==> src/rtl/sc_window_counter.sv <==
// Counts the ones in a 1-bit stochastic stream over a 2^WIN_LOG2-cycle window.
// An optional SKIP prefix is discarded first; the count is offered on a valid/ready port.
module sc_window_counter #(
  parameter int unsigned WIN_LOG2 = 8,
  parameter int unsigned SKIP     = 1,
  parameter int unsigned CNT_W    = WIN_LOG2 + 1
) (
  input  logic             clk,
  input  logic             rst,
  input  logic             start,
  input  logic             in_bit,
  output logic             busy,
  output logic             out_valid,
  input  logic             out_ready,
  output logic [CNT_W-1:0] out_cnt,
  output logic             out_full
);

  localparam int unsigned SKIP_W = 4;

  localparam logic [1:0] S_IDLE = 2'd0;
  localparam logic [1:0] S_SKIP = 2'd1;
  localparam logic [1:0] S_ACC  = 2'd2;
  localparam logic [1:0] S_DONE = 2'd3;

  localparam logic                HAS_SKIP  = (SKIP != 0);
  localparam logic [SKIP_W-1:0]   SKIP_LAST = SKIP_W'((SKIP == 0) ? 0 : SKIP - 1);
  localparam logic [WIN_LOG2-1:0] WIN_LAST  = '1;
  localparam logic [CNT_W-1:0]    FULL_CNT  = CNT_W'(2 ** WIN_LOG2);

  logic [1:0]          state_q,     state_d;
  logic [SKIP_W-1:0]   skip_cnt_q,  skip_cnt_d;
  logic [WIN_LOG2-1:0] win_cnt_q,   win_cnt_d;
  logic [CNT_W-1:0]    acc_q,       acc_d;
  logic [CNT_W-1:0]    out_cnt_q,   out_cnt_d;
  logic                out_full_q,  out_full_d;
  logic                out_valid_q, out_valid_d;
  logic                busy_q,      busy_d;
  logic [CNT_W-1:0]    sum_c;
  logic                launch_c;

  // Next-state and datapath; a launch from IDLE or from a DONE transfer shares one path.
  always_comb begin
    state_d     = state_q;
    skip_cnt_d  = skip_cnt_q;
    win_cnt_d   = win_cnt_q;
    acc_d       = acc_q;
    out_cnt_d   = out_cnt_q;
    out_full_d  = out_full_q;
    out_valid_d = out_valid_q;
    sum_c       = acc_q + CNT_W'(in_bit);
    launch_c    = 1'b0;

    case (state_q)
      S_IDLE: launch_c = start;
      S_SKIP: begin
        skip_cnt_d = skip_cnt_q + SKIP_W'(1);
        if (skip_cnt_q == SKIP_LAST) begin
          state_d   = S_ACC;
          win_cnt_d = '0;
        end
      end
      S_ACC: begin
        acc_d     = sum_c;
        win_cnt_d = win_cnt_q + WIN_LOG2'(1);
        if (win_cnt_q == WIN_LAST) begin
          out_cnt_d   = sum_c;
          out_full_d  = (sum_c == FULL_CNT);
          out_valid_d = 1'b1;
          state_d     = S_DONE;
        end
      end
      S_DONE: begin
        if (out_ready) begin
          out_valid_d = 1'b0;
          state_d     = S_IDLE;
          launch_c    = start;
        end
      end
      default: state_d = S_IDLE;
    endcase

    if (launch_c) begin
      acc_d = '0;
      if (HAS_SKIP) begin
        state_d    = S_SKIP;
        skip_cnt_d = '0;
      end else begin
        state_d   = S_ACC;
        win_cnt_d = '0;
      end
    end

    busy_d = (state_d == S_SKIP) || (state_d == S_ACC);
  end

  // State registers with synchronous reset.
  always_ff @(posedge clk) begin
    if (rst) begin
      state_q     <= S_IDLE;
      skip_cnt_q  <= '0;
      win_cnt_q   <= '0;
      acc_q       <= '0;
      out_cnt_q   <= '0;
      out_full_q  <= 1'b0;
      out_valid_q <= 1'b0;
      busy_q      <= 1'b0;
    end else begin
      state_q     <= state_d;
      skip_cnt_q  <= skip_cnt_d;
      win_cnt_q   <= win_cnt_d;
      acc_q       <= acc_d;
      out_cnt_q   <= out_cnt_d;
      out_full_q  <= out_full_d;
      out_valid_q <= out_valid_d;
      busy_q      <= busy_d;
    end
  end

  assign busy      = busy_q;
  assign out_valid = out_valid_q;
  assign out_cnt   = out_cnt_q;
  assign out_full  = out_full_q;

endmodule
==> config.mk <==
export PLATFORM = sky130hd
export DESIGN_NAME = sc_window_counter
export DESIGN_NICKNAME = d
export VERILOG_FILES = /design/src/rtl/sc_window_counter.sv
export SDC_FILE = /design/constraint.sdc
export NUM_CORES = 1
export LEC_CHECK = 0
export BUFFER_PORTS_ARGS = -buffer_cell sky130_fd_sc_hd__buf_2
export CAP_MARGIN = 10
export CORE_ASPECT_RATIO = 2
export CORE_UTILIZATION = 62
export CTS_CLUSTER_DIAMETER = 80
export DETAILED_ROUTE_END_ITERATION = 8
export PLACE_DENSITY_LB_ADDON = 0.3
export SETUP_SLACK_MARGIN = 0.05
export SYNTH_ARGS = -nofsm -noshare
export SYNTH_HDL_FRONTEND = slang
export SYNTH_SLANG_ARGS = --single-unit
==> constraint.sdc <==
create_clock -name clk -period 4.44 [get_ports clk]
set_input_delay 0.666 -clock clk [delete_from_list [all_inputs] [get_ports clk]]
set_output_delay 0.666 -clock clk [all_outputs]
set_load 0.05 [all_outputs]
==> impl_results.md, run 1 <==
- Final WL: between 3000 and 4000 um
- Setup CP Type: reg -> reg
- Die Area: roughly 3100 um^2
- Finished layout cell area: 1950 um^2
- Post-route worst setup slack: ~2.1 ns
- Clock transition at the registers of the reported paths: about 0.07 ns
- Cts repair resizes: 0
- PwrDens: ~330 nW/um^2
- Dpl hpwl: 2790 um
- GP Congestion: approximately 0.84
- Async set-reset flop share out of synthesis: 0%
- Skew-Pair Late Insertion Delay: between 0.2 and 0.3 ns
- # clock sinks: 35
- Initial DRC Count: 38
- Crit path cell chain: inv_1, ha_1, nand4_1, nor2_2, o2111ai_1, o31ai_1
- Critical Path RT: around 4.6 ns
- Top post-synthesis cells by area: dfxtp_1 39%, xor2_1 7.3%, ha_1 6.9%
- Synth Area per Inst: 8.87 um^2
- Max Fanout on Critical Path: 19
- DRC: 0
- WP data arrival: roughly 2.5 ns
- Sequential fraction of the synthesis area: 38.9%
- # rows: 27
- Status: complete, no violations
- Min Clock Period, post-route: roughly 2.3 ns
- First-pass DRT Iterations: 4
- Count of cell types in the netlist: 38
- Worst-case clock buffer depth: 2
- First-pass GRT wire length: between 5000 and 6000 um
- Core Area: around 2800 um^2
- Period utilization: between 50% and 60%
- RSZ-0062 raised after global routing: no
- CTS tree: done
- Cell Area, Synth: between 1500 and 2000 um^2
- Setup crit end kind: register
- Total gr overflow: 0
- Fmax: about 0.43 GHz
- Yosys reg bits: 35
- Overall Global Routing Usage: a little over a quarter
- Max cap viols: 0
- Synth top area share: roughly two fifths
- CTS Hold Bufs: 0
- Die span in y: a little under 80 um
- Hold crit path type: reg -> reg
- Setup tns final: 0 ns
- Vias in the first global route: between 1k and 1.5k
- Nets: roughly 230
- Count of final hold-check violations: 0
- Slew Viols, Final: 0
- Final setup vio count: 0
- Number of post-CTS setup repair buffers: 0
- Area Growth Syn to Fin: 8.34%
- Post-synth top cells: 35 x dfxtp_1, 33 x nor2_1, 15 x xor2_1
- Worst-margin pin slew: 0.697 ns
- Primary FF master, synth: dfxtp_1
- Worst slew margin: a little over half
- IO Pins: 17
- Area leader, netlist: dfxtp_1
- # H-tree levels: 2
- PortBufs: 16
- Gate Count Post-Synth: between 200 and 250
- Peak supply drop: around 330 uV
- Count leader, synth: dfxtp_1
- Placed instance area: about 1900 um^2
- LEAKAGE: 0.000732 uW
- Wire per inst: between 10 and 15 um
- Dpl cells: between 200 and 250
- CP max-delay cell: nor2_2
- Final Skew: between 0.004 and 0.005 ns
- Power consumption: around 650 uW
- Starting Density: 65.0%
- EDFF count, synth: 0
- Post-detailed-route count of antenna-violating nets: 0
- Final Non-Filler Cells: 243
- CTS Buf Count: 5
- Root Driver: clkbuf_8
- Place WS: between 2 and 2.5 ns
- Largest net degree at the start of global routing: 20
- Startpoint types: register
- Die width: between 40 and 50 um
- Crit-path max cell delay: 0.60 ns
- Via/cell ratio: just under 6
- Share of cells above drive strength 1: between 10% and 20%
- N_diodes: 0
- Antenna violations before repair: 0
- YS warnings: 0
- Via count: approximately 1.5k
- Syn_nets: between 200 and 250
-- kinds of logic (layout without fill, tap and decap cells) --
logic type / count (synthesis) / after routing / share of synthesized area, %
muxes: 5 / 5 / 2.78
DFF: 35 / 35 / 38.9
buffers and inverters: 18 / 29 / 4.73
and+or+nand+nor: 73 / 73 / 19.9
AOI/OAI and AO/OA: 36 / 36 / 14.0
adders and majority gates: 10 / 10 / 6.95
xor gates and xnor gates: 26 / 26 / 12.6
-- final timing paths --
path / start / end / slack (ns) / cells after the start
worst max-delay path: state_q[0]$_SDFF_PP0_ / out_full$_SDFFE_PP0P_ / 2.09 / 6
worst min-delay path: win_cnt_q[1]$_SDFFE_PP0P_ / win_cnt_q[1]$_SDFFE_PP0P_ / 0.50 / 2
worst max register to register: state_q[0]$_SDFF_PP0_ / out_full$_SDFFE_PP0P_ / 2.09 / 6
worst min register to register: win_cnt_q[1]$_SDFFE_PP0P_ / win_cnt_q[1]$_SDFFE_PP0P_ / 0.50 / 2
-- cell usage in the layout, fill, tap and decap left out --
cell type	n
a21oi_1	8
o211ai_1	1
nand2b_1	3
mux2i_1	5
o32a_1	1
nand2_1	10
inv_1	5
o21ai_0	1
buf_2	16
o21bai_1	2
and2_1	1
and4_1	1
xor2_1	15
o31a_1	1
nor2b_1	1
clkbuf_8	7
nand4_1	4
nor3b_1	1
nor2_2	1
a211oi_1	11
ha_1	10
xnor2_1	11
and3_1	3
clkbuf_1	1
a211o_1	1
or3b_2	3
nand4_2	1
nand3_1	8
a32oi_1	1
a31oi_1	4
nand4bb_1	1
a21boi_0	1
a21bo_2	1
o31ai_1	2
dfxtp_1	35
nor3_1	2
o2111ai_1	1
nor2_1	33
-- worst max-delay path, delay by kind of cell, from the launching register on --
kind            cells  cell delay (ns)
compound gates      2             0.46
fa+ha+maj           1             0.47
buf+inv             1             0.12
flops               1             0.35
simple gates        2             0.85
-- routing by layer --
metal	wire length, um	track usage, %
met5	0	0
met4	76	13.4
met3	143	6.50
met2	2050	46.6
met1	1330	25.1
-- through the flow --
step           utilization, %  hold slack (ns)
2_1_floorplan               -            0.461
3_3_place_gp             66.8            0.472
3_5_place_dp             66.8            0.491
4_1_cts                  70.4            0.500
5_1_grt                  70.4            0.515
6_report                 70.4            0.499
-- cell type report --
type | count | area [um^2]
fill | 218 | 820
sequential | 35 | 701
timing repair buffer | 16 | 80.1
inverter | 5 | 18.8
multi-input combinational | 150 | 1010
clock buffer | 8 | 100
tap | 29 | 36.3
-- sequential cells by signal, indices dropped and copies added, names as in the netlist --
signal and flops:
acc_q 9, skip_cnt_q 4, state_q 2, out_cnt 9, busy 1, out_valid 1
win_cnt_q 8, out_full 1
-- where the power goes --
part	switching, uW	leakage (uW)	total (uW)	internal [uW]
Combinational	50.2	0.000398	75.5	25.3
Sequential	5.73	0.000282	326	320
Clock	106	0.0000515	247	141
Power figures use the tool's default switching activity.
==> inputs of run 2 (changes only) <==
--- a/config.mk
+++ b/config.mk
@@ -5,10 +5,11 @@
 export SDC_FILE = /design/constraint.sdc
 export NUM_CORES = 1
 export LEC_CHECK = 0
+export ABC_AREA = 1
 export BUFFER_PORTS_ARGS = -buffer_cell sky130_fd_sc_hd__buf_2
 export CAP_MARGIN = 10
 export CORE_ASPECT_RATIO = 2
-export CORE_UTILIZATION = 62
+export CORE_UTILIZATION = 58
 export CTS_CLUSTER_DIAMETER = 80
 export DETAILED_ROUTE_END_ITERATION = 8
 export PLACE_DENSITY_LB_ADDON = 0.3
==> constraint.sdc (replaced) <==
create_clock -name clk -period 2.2 [get_ports clk]
set_input_delay 0.33 -clock clk [delete_from_list [all_inputs] [get_ports clk]]
set_output_delay 0.33 -clock clk [all_outputs]
set_load 0.05 [all_outputs]
==> run 2 against run 1 <==
Die area is 6.9% higher. First-iteration DRC count decreased by 13%. Highest routed layer unchanged. Worst setup slack worse by 1.7 ns. Largest power group unchanged. Maximum frequency rose by 28%. Clock power is 110% higher. Register-to-register slack got worse by 1.7 ns.
==> impl_results.md, run 2 <==
- First-pass GRT wire length: approximately 6700 um
- Sequential fraction of the synthesis area: between 30 and 40%
- Post-synth top cells: 53 x nand2_1, 35 x dfxtp_1, 35 x inv_1
- Overall Global Routing Usage: roughly a quarter
- Share of cells above drive strength 1: between 10% and 20%
- Met3 Routed Length: 105 um
- CTS tree: done
- Post-detailed-route count of antenna-violating nets: 0
- Max Fanout on Critical Path: 12
- WP data arrival: 2.01 ns
- # clock sinks: 35
- Total gr overflow: 0
- PwrDens: just under 700 nW/um^2
- Antenna violations before repair: 0
- Area Growth Syn to Fin: 9.98%
- Worst r2r src: state_q[0]$_SDFF_PP0_
- Setup tns final: 0 ns
- Final core occ: about two thirds
- First-pass DRT Iterations: 4
- Count of final hold-check violations: 0
- N_diodes: 0
- Fmax: 0.545 GHz
- GP Congestion: 0.877
- Gate Count Post-Synth: 258
- Hold crit path type: in -> reg
- Die span in y: between 80 and 90 um
- Area leader, netlist: dfxtp_1
- Primary FF master, synth: dfxtp_1
- Finished layout cell area: 1990 um^2
- RSZ-0062 raised after global routing: no
- Crit-path max cell delay: ~0.36 ns
- Async set-reset flop share out of synthesis: 0%
- Via count: ~1.7k
- Root Driver: clkbuf_8
- Die width: roughly 41 um
- Final WL: slightly below 4000 um
- Count leader, synth: nand2_1
- Vias in the first global route: 1632
- Most common cell after layout, fill and taps aside: nand2_1
- Die Area: approximately 3400 um^2
- # rows: 28
- CTS Buf Count: 5
- M1 wire length: 1470 um
- Critical R2R Capture: win_cnt_q[5]$_SDFFE_PP0P_
- Worst reg2reg path depth: 7
- Setup crit end kind: register
- Worst-case clock buffer depth: 2
- CTS Hold Bufs: 0
- Cts repair resizes: 0
- Via/cell ratio: roughly 5.5
- # H-tree levels: 2
- DRC: 0
- Top post-synthesis cells by area: dfxtp_1 39%, nand2_1 11%, inv_1 7.3%
- Period utilization: between 80% and 90%
- Top Layer Used: met4
- WL met2: between 2000 and 2500 um
- Initial DRC Count: 33
- Max cap viols: 0
- Critical path destination: win_cnt_q[5]$_SDFFE_PP0P_
- Syn_nets: around 270
- Peak supply drop: ~630 uV
- Cell Area, Synth: 1810 um^2
- Number of post-CTS setup repair buffers: 0
- PortBufs: 16
- EDFF count, synth: 0
- Setup CP Type: reg -> reg
- Synth top area share: between 30% and 40%
- Most frequent cells in the layout: 53 x nand2_1, 35 x inv_1, 35 x dfxtp_1
- Core Area: ~3000 um^2
- Count of cell types in the netlist: 29
- Worst slew margin: 66.1%
- Nets: between 200 and 300
- YS warnings: 0
- Largest net degree at the start of global routing: 16
- Worst-margin pin slew: just over 0.5 ns
- Synth Area per Inst: approximately 7 um^2
- Placed instance area: between 1500 and 2000 um^2
- Power consumption: 1350 uW
- Crit path cell chain: inv_1, ha_1, inv_2, o21ai_2, nand3_2, o21ai_0, a21oi_1
- Yosys reg bits: 35
- IO Pins: 17
- Dpl hpwl: slightly below 3000 um
- Starting Density: around three fifths
- Slew Viols, Final: 0
- Min Clock Period, post-route: 1.84 ns
- Critical Path RT: around 2.4 ns
- Wire per inst: 12.8 um
- Status: complete, no violations
- LEAKAGE: between 0.0008 and 0.0009 uW
- Skew-Pair Late Insertion Delay: about 0.29 ns
- Final setup vio count: 0
- CP max-delay cell: ha_1
- Clock transition at the registers of the reported paths: around 0.070 ns
- Final Skew: 0.00527 ns
- Crit path launch: state_q[0]$_SDFF_PP0_
- Startpoint types: register
- R2R Setup Slk: around 0.36 ns
==> run 2: cell types whose count changed after synthesis, sizes merged, moves of 4 or more <==
| cell | before | now |
|---|---|---|
| nand2 | 10 | 55 |
| inv | 5 | 38 |
| o21ai | 1 | 21 |
| a21oi | 8 | 23 |
| xor2 | 15 | 1 |
| xnor2 | 11 | 0 |
| nand3 | 8 | 17 |
| a211oi | 11 | 3 |
| mux2i | 5 | 0 |
| nor2 | 34 | 30 |
==> run 2: per-stage QoR <==
step	worst slack, ns	hold slack, ns	instances
after floorplan	0.601	0.392	258
after global placement	0.400	0.434	298
after detailed placement	0.368	0.440	298
after CTS	0.375	0.324	306
after global routing	0.212	0.327	306
final	0.365	0.323	306
==> run 2: per-layer routing <==
metal	up-vias	global-route usage (%)
met5	-	0
met2	36	48.9
met4	0	17.1
met3	17	5.33
li1	867	-
met1	771	23.9
==> run 2: area by class of cell <==
class,count,area [um^2]
well taps,30,37.5
fillers,278,957
flip-flops and latches,35,701
inverters,39,148
repair buffers,17,87.6
multi-input cells,177,912
clock buffers,8,100
==> run 2: how the worst min path moves through the flow <==
stage | cells past startpoint | startpoint | slack [ns] | endpoint
after detailed placement | 2 | win_cnt_q[5]$_SDFFE_PP0P_ | 0.44 | win_cnt_q[5]$_SDFFE_PP0P_
final | 2 | rst | 0.32 | out_full$_SDFFE_PP0P_
after global placement | 2 | win_cnt_q[5]$_SDFFE_PP0P_ | 0.43 | win_cnt_q[5]$_SDFFE_PP0P_
after global routing | 2 | rst | 0.33 | out_full$_SDFFE_PP0P_
after floorplan | 1 | rst | 0.39 | out_full$_SDFFE_PP0P_
after CTS | 2 | rst | 0.32 | out_full$_SDFFE_PP0P_
==> run 2: logic make-up after synthesis <==
group           Yosys count  synth area share, %
xor+xnor                  1                0.485
buf+inv                  46                 10.7
fa+ha+maj                10                 6.93
simple gates            113                 26.9
flops                    35                 38.8
compound gates           53                 16.2
==> run 2: critical path: cells and delay by family, from the launching register on <==
| family | cells | cell delay, ns |
|---|---|---|
| compound gates | 3 | 0.56 |
| buf+inv | 2 | 0.31 |
| simple gates | 1 | 0.15 |
| fa+ha+maj | 1 | 0.36 |
| flops | 1 | 0.35 |
==> run 2: where the power goes <==
part | switching, uW | internal (uW) | leakage, uW | total, uW
registers | 12.8 | 649 | 0.000283 | 661
clock network | 227 | 286 | 0.0000515 | 512
logic | 123 | 53.8 | 0.000507 | 177
total | 362 | 988 | 0.000841 | 1350
